<file path="src/rtl/riscv_pkg.sv">
// Shared fetch-side types and constants.
// Bubble encoding and fetch FSM states.
package riscv_pkg;

   localparam logic [31:0] NOP_INSTR = 32'h0000_0013;

   typedef enum logic [1:0] {
      IDLE,
      WAIT,
      DROP
   } fetch_state_t;

endpackage

</file>
<file path="src/rtl/fetch_skid_buf.sv">
// One-entry {instr,pc} holding buffer for a fetched word
// that could not enter IF/ID in the cycle it returned.
module fetch_skid_buf #(
   parameter int XLEN = 32
) (
   input  logic            clk,
   input  logic            rst,
   input  logic            load,
   input  logic            clear,
   input  logic [31:0]     wr_instr,
   input  logic [XLEN-1:0] wr_pc,
   output logic            valid,
   output logic [31:0]     instr,
   output logic [XLEN-1:0] pc
);

   always_ff @(posedge clk or posedge rst) begin
      if (rst) begin
         valid <= 1'b0;
         instr <= '0;
         pc    <= '0;
      end else begin
         if (clear)
            valid <= 1'b0;
         else if (load)
            valid <= 1'b1;
         if (load) begin
            instr <= wr_instr;
            pc    <= wr_pc;
         end
      end
   end

endmodule

</file>
<file path="src/rtl/fetch_stage.sv">
// IF stage with IF/ID register: owns the PC, keeps at most one
// fetch in flight, and feeds decode with words or NOP bubbles.
module fetch_stage #(
   parameter int              XLEN      = 32,
   parameter logic [XLEN-1:0] RESET_PC  = '0,
   parameter logic [31:0]     NOP_INSTR = riscv_pkg::NOP_INSTR
) (
   input  logic            clk,
   input  logic            rst,
   input  logic            stall_IF,
   input  logic            stall_ID,
   input  logic            flush_ID,
   input  logic            PCSrc_EX,
   input  logic [XLEN-1:0] PCTarget_EX,
   output logic            imem_req_valid,
   input  logic            imem_req_ready,
   output logic [XLEN-1:0] imem_addr,
   input  logic            imem_rsp_valid,
   input  logic [31:0]     imem_rsp_data,
   output logic [31:0]     instr_ID,
   output logic [XLEN-1:0] pc_ID,
   output logic [XLEN-1:0] pc_plus4_ID,
   output logic            valid_ID
);

   import riscv_pkg::fetch_state_t;
   import riscv_pkg::IDLE;
   import riscv_pkg::WAIT;
   import riscv_pkg::DROP;

   fetch_state_t    state;
   logic [XLEN-1:0] pc_IF;
   logic [XLEN-1:0] pc_req;
   logic            buf_valid;
   logic [31:0]     buf_instr;
   logic [XLEN-1:0] buf_pc;
   logic            fire;
   logic            rsp_take;
   logic            buf_load;
   logic            buf_clear;

   assign imem_req_valid = (state == IDLE) & ~buf_valid
                         & ~stall_IF & ~PCSrc_EX;
   assign imem_addr = pc_IF;
   assign fire      = imem_req_valid & imem_req_ready;
   // A redirect in the return cycle makes the word stale.
   assign rsp_take  = (state == WAIT) & imem_rsp_valid & ~PCSrc_EX;
   assign buf_load  = rsp_take & (stall_ID | flush_ID);
   assign buf_clear = PCSrc_EX | (buf_valid & ~flush_ID & ~stall_ID);

   fetch_skid_buf #(.XLEN(XLEN)) u_skid (
      .clk      (clk),
      .rst      (rst),
      .load     (buf_load),
      .clear    (buf_clear),
      .wr_instr (imem_rsp_data),
      .wr_pc    (pc_req),
      .valid    (buf_valid),
      .instr    (buf_instr),
      .pc       (buf_pc)
   );

   always_ff @(posedge clk or posedge rst) begin
      if (rst) begin
         state  <= IDLE;
         pc_IF  <= RESET_PC;
         pc_req <= '0;
      end else begin
         if (PCSrc_EX)
            pc_IF <= PCTarget_EX;
         else if (fire)
            pc_IF <= pc_IF + XLEN'(4);
         if (fire)
            pc_req <= pc_IF;
         case (state)
            IDLE: if (fire) state <= WAIT;
            WAIT: begin
               if (imem_rsp_valid)
                  state <= IDLE;
               else if (PCSrc_EX)
                  state <= DROP;
            end
            DROP: if (imem_rsp_valid) state <= IDLE;
            default: state <= IDLE;
         endcase
      end
   end

   always_ff @(posedge clk or posedge rst) begin
      if (rst) begin
         instr_ID    <= NOP_INSTR;
         pc_ID       <= '0;
         pc_plus4_ID <= '0;
         valid_ID    <= 1'b0;
      end else if (flush_ID) begin
         instr_ID <= NOP_INSTR;
         valid_ID <= 1'b0;
      end else if (stall_ID) begin
         valid_ID <= valid_ID;
      end else if (buf_valid) begin
         instr_ID    <= buf_instr;
         pc_ID       <= buf_pc;
         pc_plus4_ID <= buf_pc + XLEN'(4);
         valid_ID    <= 1'b1;
      end else if (rsp_take) begin
         instr_ID    <= imem_rsp_data;
         pc_ID       <= pc_req;
         pc_plus4_ID <= pc_req + XLEN'(4);
         valid_ID    <= 1'b1;
      end else begin
         instr_ID <= NOP_INSTR;
         valid_ID <= 1'b0;
      end
   end

   // Memory must be reset with the core; no response may land in IDLE.
   a_no_idle_rsp: assert property (@(posedge clk) disable iff (rst)
      !(state == IDLE && imem_rsp_valid));

endmodule

</file>
<file path="config.mk">
export PLATFORM = sky130hd
export DESIGN_NAME = fetch_stage
export DESIGN_NICKNAME = d
export VERILOG_FILES = /design/src/rtl/riscv_pkg.sv /design/src/rtl/fetch_skid_buf.sv /design/src/rtl/fetch_stage.sv
export SDC_FILE = /design/constraint.sdc
export NUM_CORES = 1
export LEC_CHECK = 0
export CAP_MARGIN = 20
export CORE_UTILIZATION = 56
export CTS_CLUSTER_DIAMETER = 50
export CTS_CLUSTER_SIZE = 25
export DETAILED_ROUTE_END_ITERATION = 6
export GPL_TIMING_DRIVEN = 1
export PLACE_DENSITY_LB_ADDON = 0.25
export SLEW_MARGIN = 20
export SYNTH_ARGS = -nofsm -noshare
export SYNTH_HDL_FRONTEND = slang
export SYNTH_SLANG_ARGS = --single-unit
</file>
<file path="constraint.sdc">
create_clock -name clk -period 17.82 [get_ports clk]
set_input_delay 3.564 -clock clk [delete_from_list [all_inputs] [get_ports clk]]
set_output_delay 3.564 -clock clk [all_outputs]
set_load 0.02 [all_outputs]
</file>
==> metrics.txt <==
crit path DAT around 5.5 ns; core area roughly 18000 um^2; Worst-Margin Slew about 0.99 ns; Syn Std Cell Area 10600 um^2; FMAX approximately 110 MHz; placed inst area about 13000 um^2; WHS Path Cells 2; Routed WL per cell ~18 um; cell mode on critical path clkdlybuf4s50_1; crit-path max FO 40; hold_buf cts 0; status completed; Most used DFF post-synth dfrtp_1; drt pass-1 iters 5; part of the cycle the worst path needs 0.507; met3 Usage GRT 0.0396; critical path type in -> out; flop-to-flop setup slack between 10 and 15 ns; GRT busiest layer met1; initial core utilization 0.580; Max Cap Viol 0; worst relative slew slack 0.338; worst-case clock buffer depth 3; hold endpoint instr_ID[13]; P per Cell Area ~120 nW/um^2; boundary pin count between 200 and 250; reg2reg end pc_plus4_ID[30]; Chip Height 139 um; GR Util met2 0.402; number of diodes 0; DR vias/cell around 6; Reg2Reg Depth 6; Pwr Total 1570 uW; pins over their slew limit 0; critical path's largest stage delay ~0.60 ns; drt total wl roughly 26000 um; vias in the first global route just over 8000; Cell Chain, Critical Path clkdlybuf4s50_1 -> buf_4 -> nor4_1 -> and2_1 -> clkdlybuf4s50_1; CTS Sinks 226; Synth Register Bits between 200 and 250; min Tclk post-route approximately 9.0 ns; nets between 1000 and 1500; min-delay worst type reg -> reg; clk_lat worst skew ~0.51 ns; Resized Gates After CTS 0; leakage roughly 0.0057 uW; Die Span X roughly 140 um; Synth-to-Final Area Change 27.6%; Synth cell types 60; critical path's slowest cell clkdlybuf4s50_1; Worst-path clk slew around 0.070 ns; Post-synth EDFFs 0; First DRT Iteration DRCs between 600 and 700; Vias 8526; drt drc 0; Mapped Cells roughly 1000; Setup Skew 0.0115 ns; ys async rst share 1.00; gr ovfl total 0; syn_nets around 1100; YS warnings 0; final instance area approximately 13000 um^2; Cell Rows 49; Placer Congestion 0.882; HPWL Detailed around 18000 um; sequential fraction of the synthesis area 0.536; layout cells sized above 1 0.114; Detail Route Antenna Nets 0; TritonCTS Buffers 22; GR Util met1 0.419; GRT Resource Usage Total 0.274; first-pass GRT wire length around 43000 um; Worst Setup End Kind output port; final setup vio count 0; Reg-to-Reg Start u_skid.valid; CTS tree built; die area between 15000 and 20000 um^2; RSZ-0062 raised after global routing false; largest net degree at the start of global routing between 100 and 150; clock root buffer clkbuf_16; number of fill cells about 1300; final hold vios 0; Port Buffers 201; Fin Setup TNS 0 ns; commonest non-fill, non-tap cells in the layout nand2_1, dfrtp_1, clkdlybuf4s50_1, o21ai_0, mux2_2; hold path start instr_ID[13]; syn_area_per_cell 10.3 um^2; total number of H-tree levels 1; most common cell after layout, fill and taps aside nand2_1; initial antenna violation count 0; Worst setup SP type input port; Worst VDD drop between 70 and 80 uV; required time of the critical path approximately 14 ns; # Post-CTS Setup Buffers 0
routing by layer:
metal | wire length [um] | vias up | share of wire
li1 | - | 4039 | -
met1 | 12200 | 4104 | 0.47
met2 | 11500 | 340 | 0.44
met3 | 1670 | 43 | 0.064
met4 | 586 | 0 | 0.023
met5 | 0 | - | 0
cell usage after synthesis (4+ instances only):
cell type | n | area, um^2
mux2i_1 | 58 | 581
nand3_1 | 32 | 160
nor3_1 | 8 | 40.0
nand3b_1 | 6 | 45.0
mux2_2 | 71 | 800
o21ai_0 | 105 | 526
buf_2 | 13 | 65.1
a31oi_1 | 6 | 37.5
nor2b_1 | 5 | 31.3
a22oi_1 | 7 | 52.6
nor2_1 | 24 | 90.1
inv_1 | 15 | 56.3
o311ai_0 | 11 | 96.3
clkbuf_1 | 38 | 143
xnor2_1 | 18 | 158
nor4_1 | 9 | 56.3
o211ai_1 | 10 | 75.1
a21o_1 | 7 | 52.6
nand4b_1 | 4 | 35.0
nand4_1 | 20 | 125
a21oi_1 | 15 | 75.1
and2_1 | 4 | 25.0
a221o_1 | 6 | 60.1
and3_1 | 6 | 37.5
nand2_1 | 242 | 908
o31ai_1 | 5 | 37.5
o31a_1 | 5 | 43.8
dfrtp_1 | 223 | 5580
area by class of cell:
type / count / area [um^2] / area share
clock buffers: 26 / 607 / 0.0450
clock inverters: 14 / 144 / 0.0107
inverters: 15 / 63.8 / 0.00474
multi-input cells: 732 / 4620 / 0.343
flip-flops and latches: 226 / 5660 / 0.420
well taps: 229 / 287 / 0.0213
repair buffers: 212 / 2090 / 0.155
through the flow:
stage | hold WS, ns | setup slack, ns | utilization | cells
6_report | 0.478 | 8.78 | 0.740 | 1454
4_1_cts | 0.481 | 8.77 | 0.740 | 1454
3_5_place_dp | 0.464 | 8.78 | 0.699 | 1414
2_1_floorplan | 0.462 | 8.07 | - | 1030
3_3_place_gp | 0.459 | 8.80 | 0.699 | 1414
5_1_grt | 0.508 | 8.61 | 0.740 | 1454
critical path, delay by kind of cell:
| family | cells | cell delay (ns) |
|---|---|---|
| AND/OR/NAND/NOR | 2 | 0.65 |
| buffers and inverters | 3 | 1.25 |
registers in the layout, indices dropped and copies added (netlist names):
register and cells:
valid_ID 1, pc_req 32, instr_ID 32, imem_addr 32, pc_plus4_ID 30, pc_ID 32, u_skid.valid 1, u_skid.instr 32
u_skid.pc 32, state 2
worst max path at each step:
stage / depth (start not counted) / startpoint / endpoint
floorplan: 1 / rst / imem_addr[0]
global placement: 5 / PCSrc_EX / imem_req_valid
detailed placement: 5 / PCSrc_EX / imem_req_valid
CTS: 5 / PCSrc_EX / imem_req_valid
global route: 5 / PCSrc_EX / imem_req_valid
finish: 5 / PCSrc_EX / imem_req_valid
power breakdown:
group | leakage, uW | switching [uW] | internal (uW)
logic | 0.00240 | 187 | 184
registers | 0.00293 | 97.1 | 622
clock network | 0.000370 | 220 | 256
total | 0.00570 | 504 | 1060
logic make-up (layout without fill, tap and decap cells):
kind of cell	after synthesis	count (layout)	share of synthesized area
DFF	226	226	0.536
adders and majority gates	2	2	0.00237
xor gates and xnor gates	21	21	0.0174
muxes	129	129	0.131
and+or+nand+nor	385	385	0.170
AOI/OAI and AO/OA	195	195	0.114
buffers and inverters	72	267	0.0293
(Power assumes the default switching activity.)
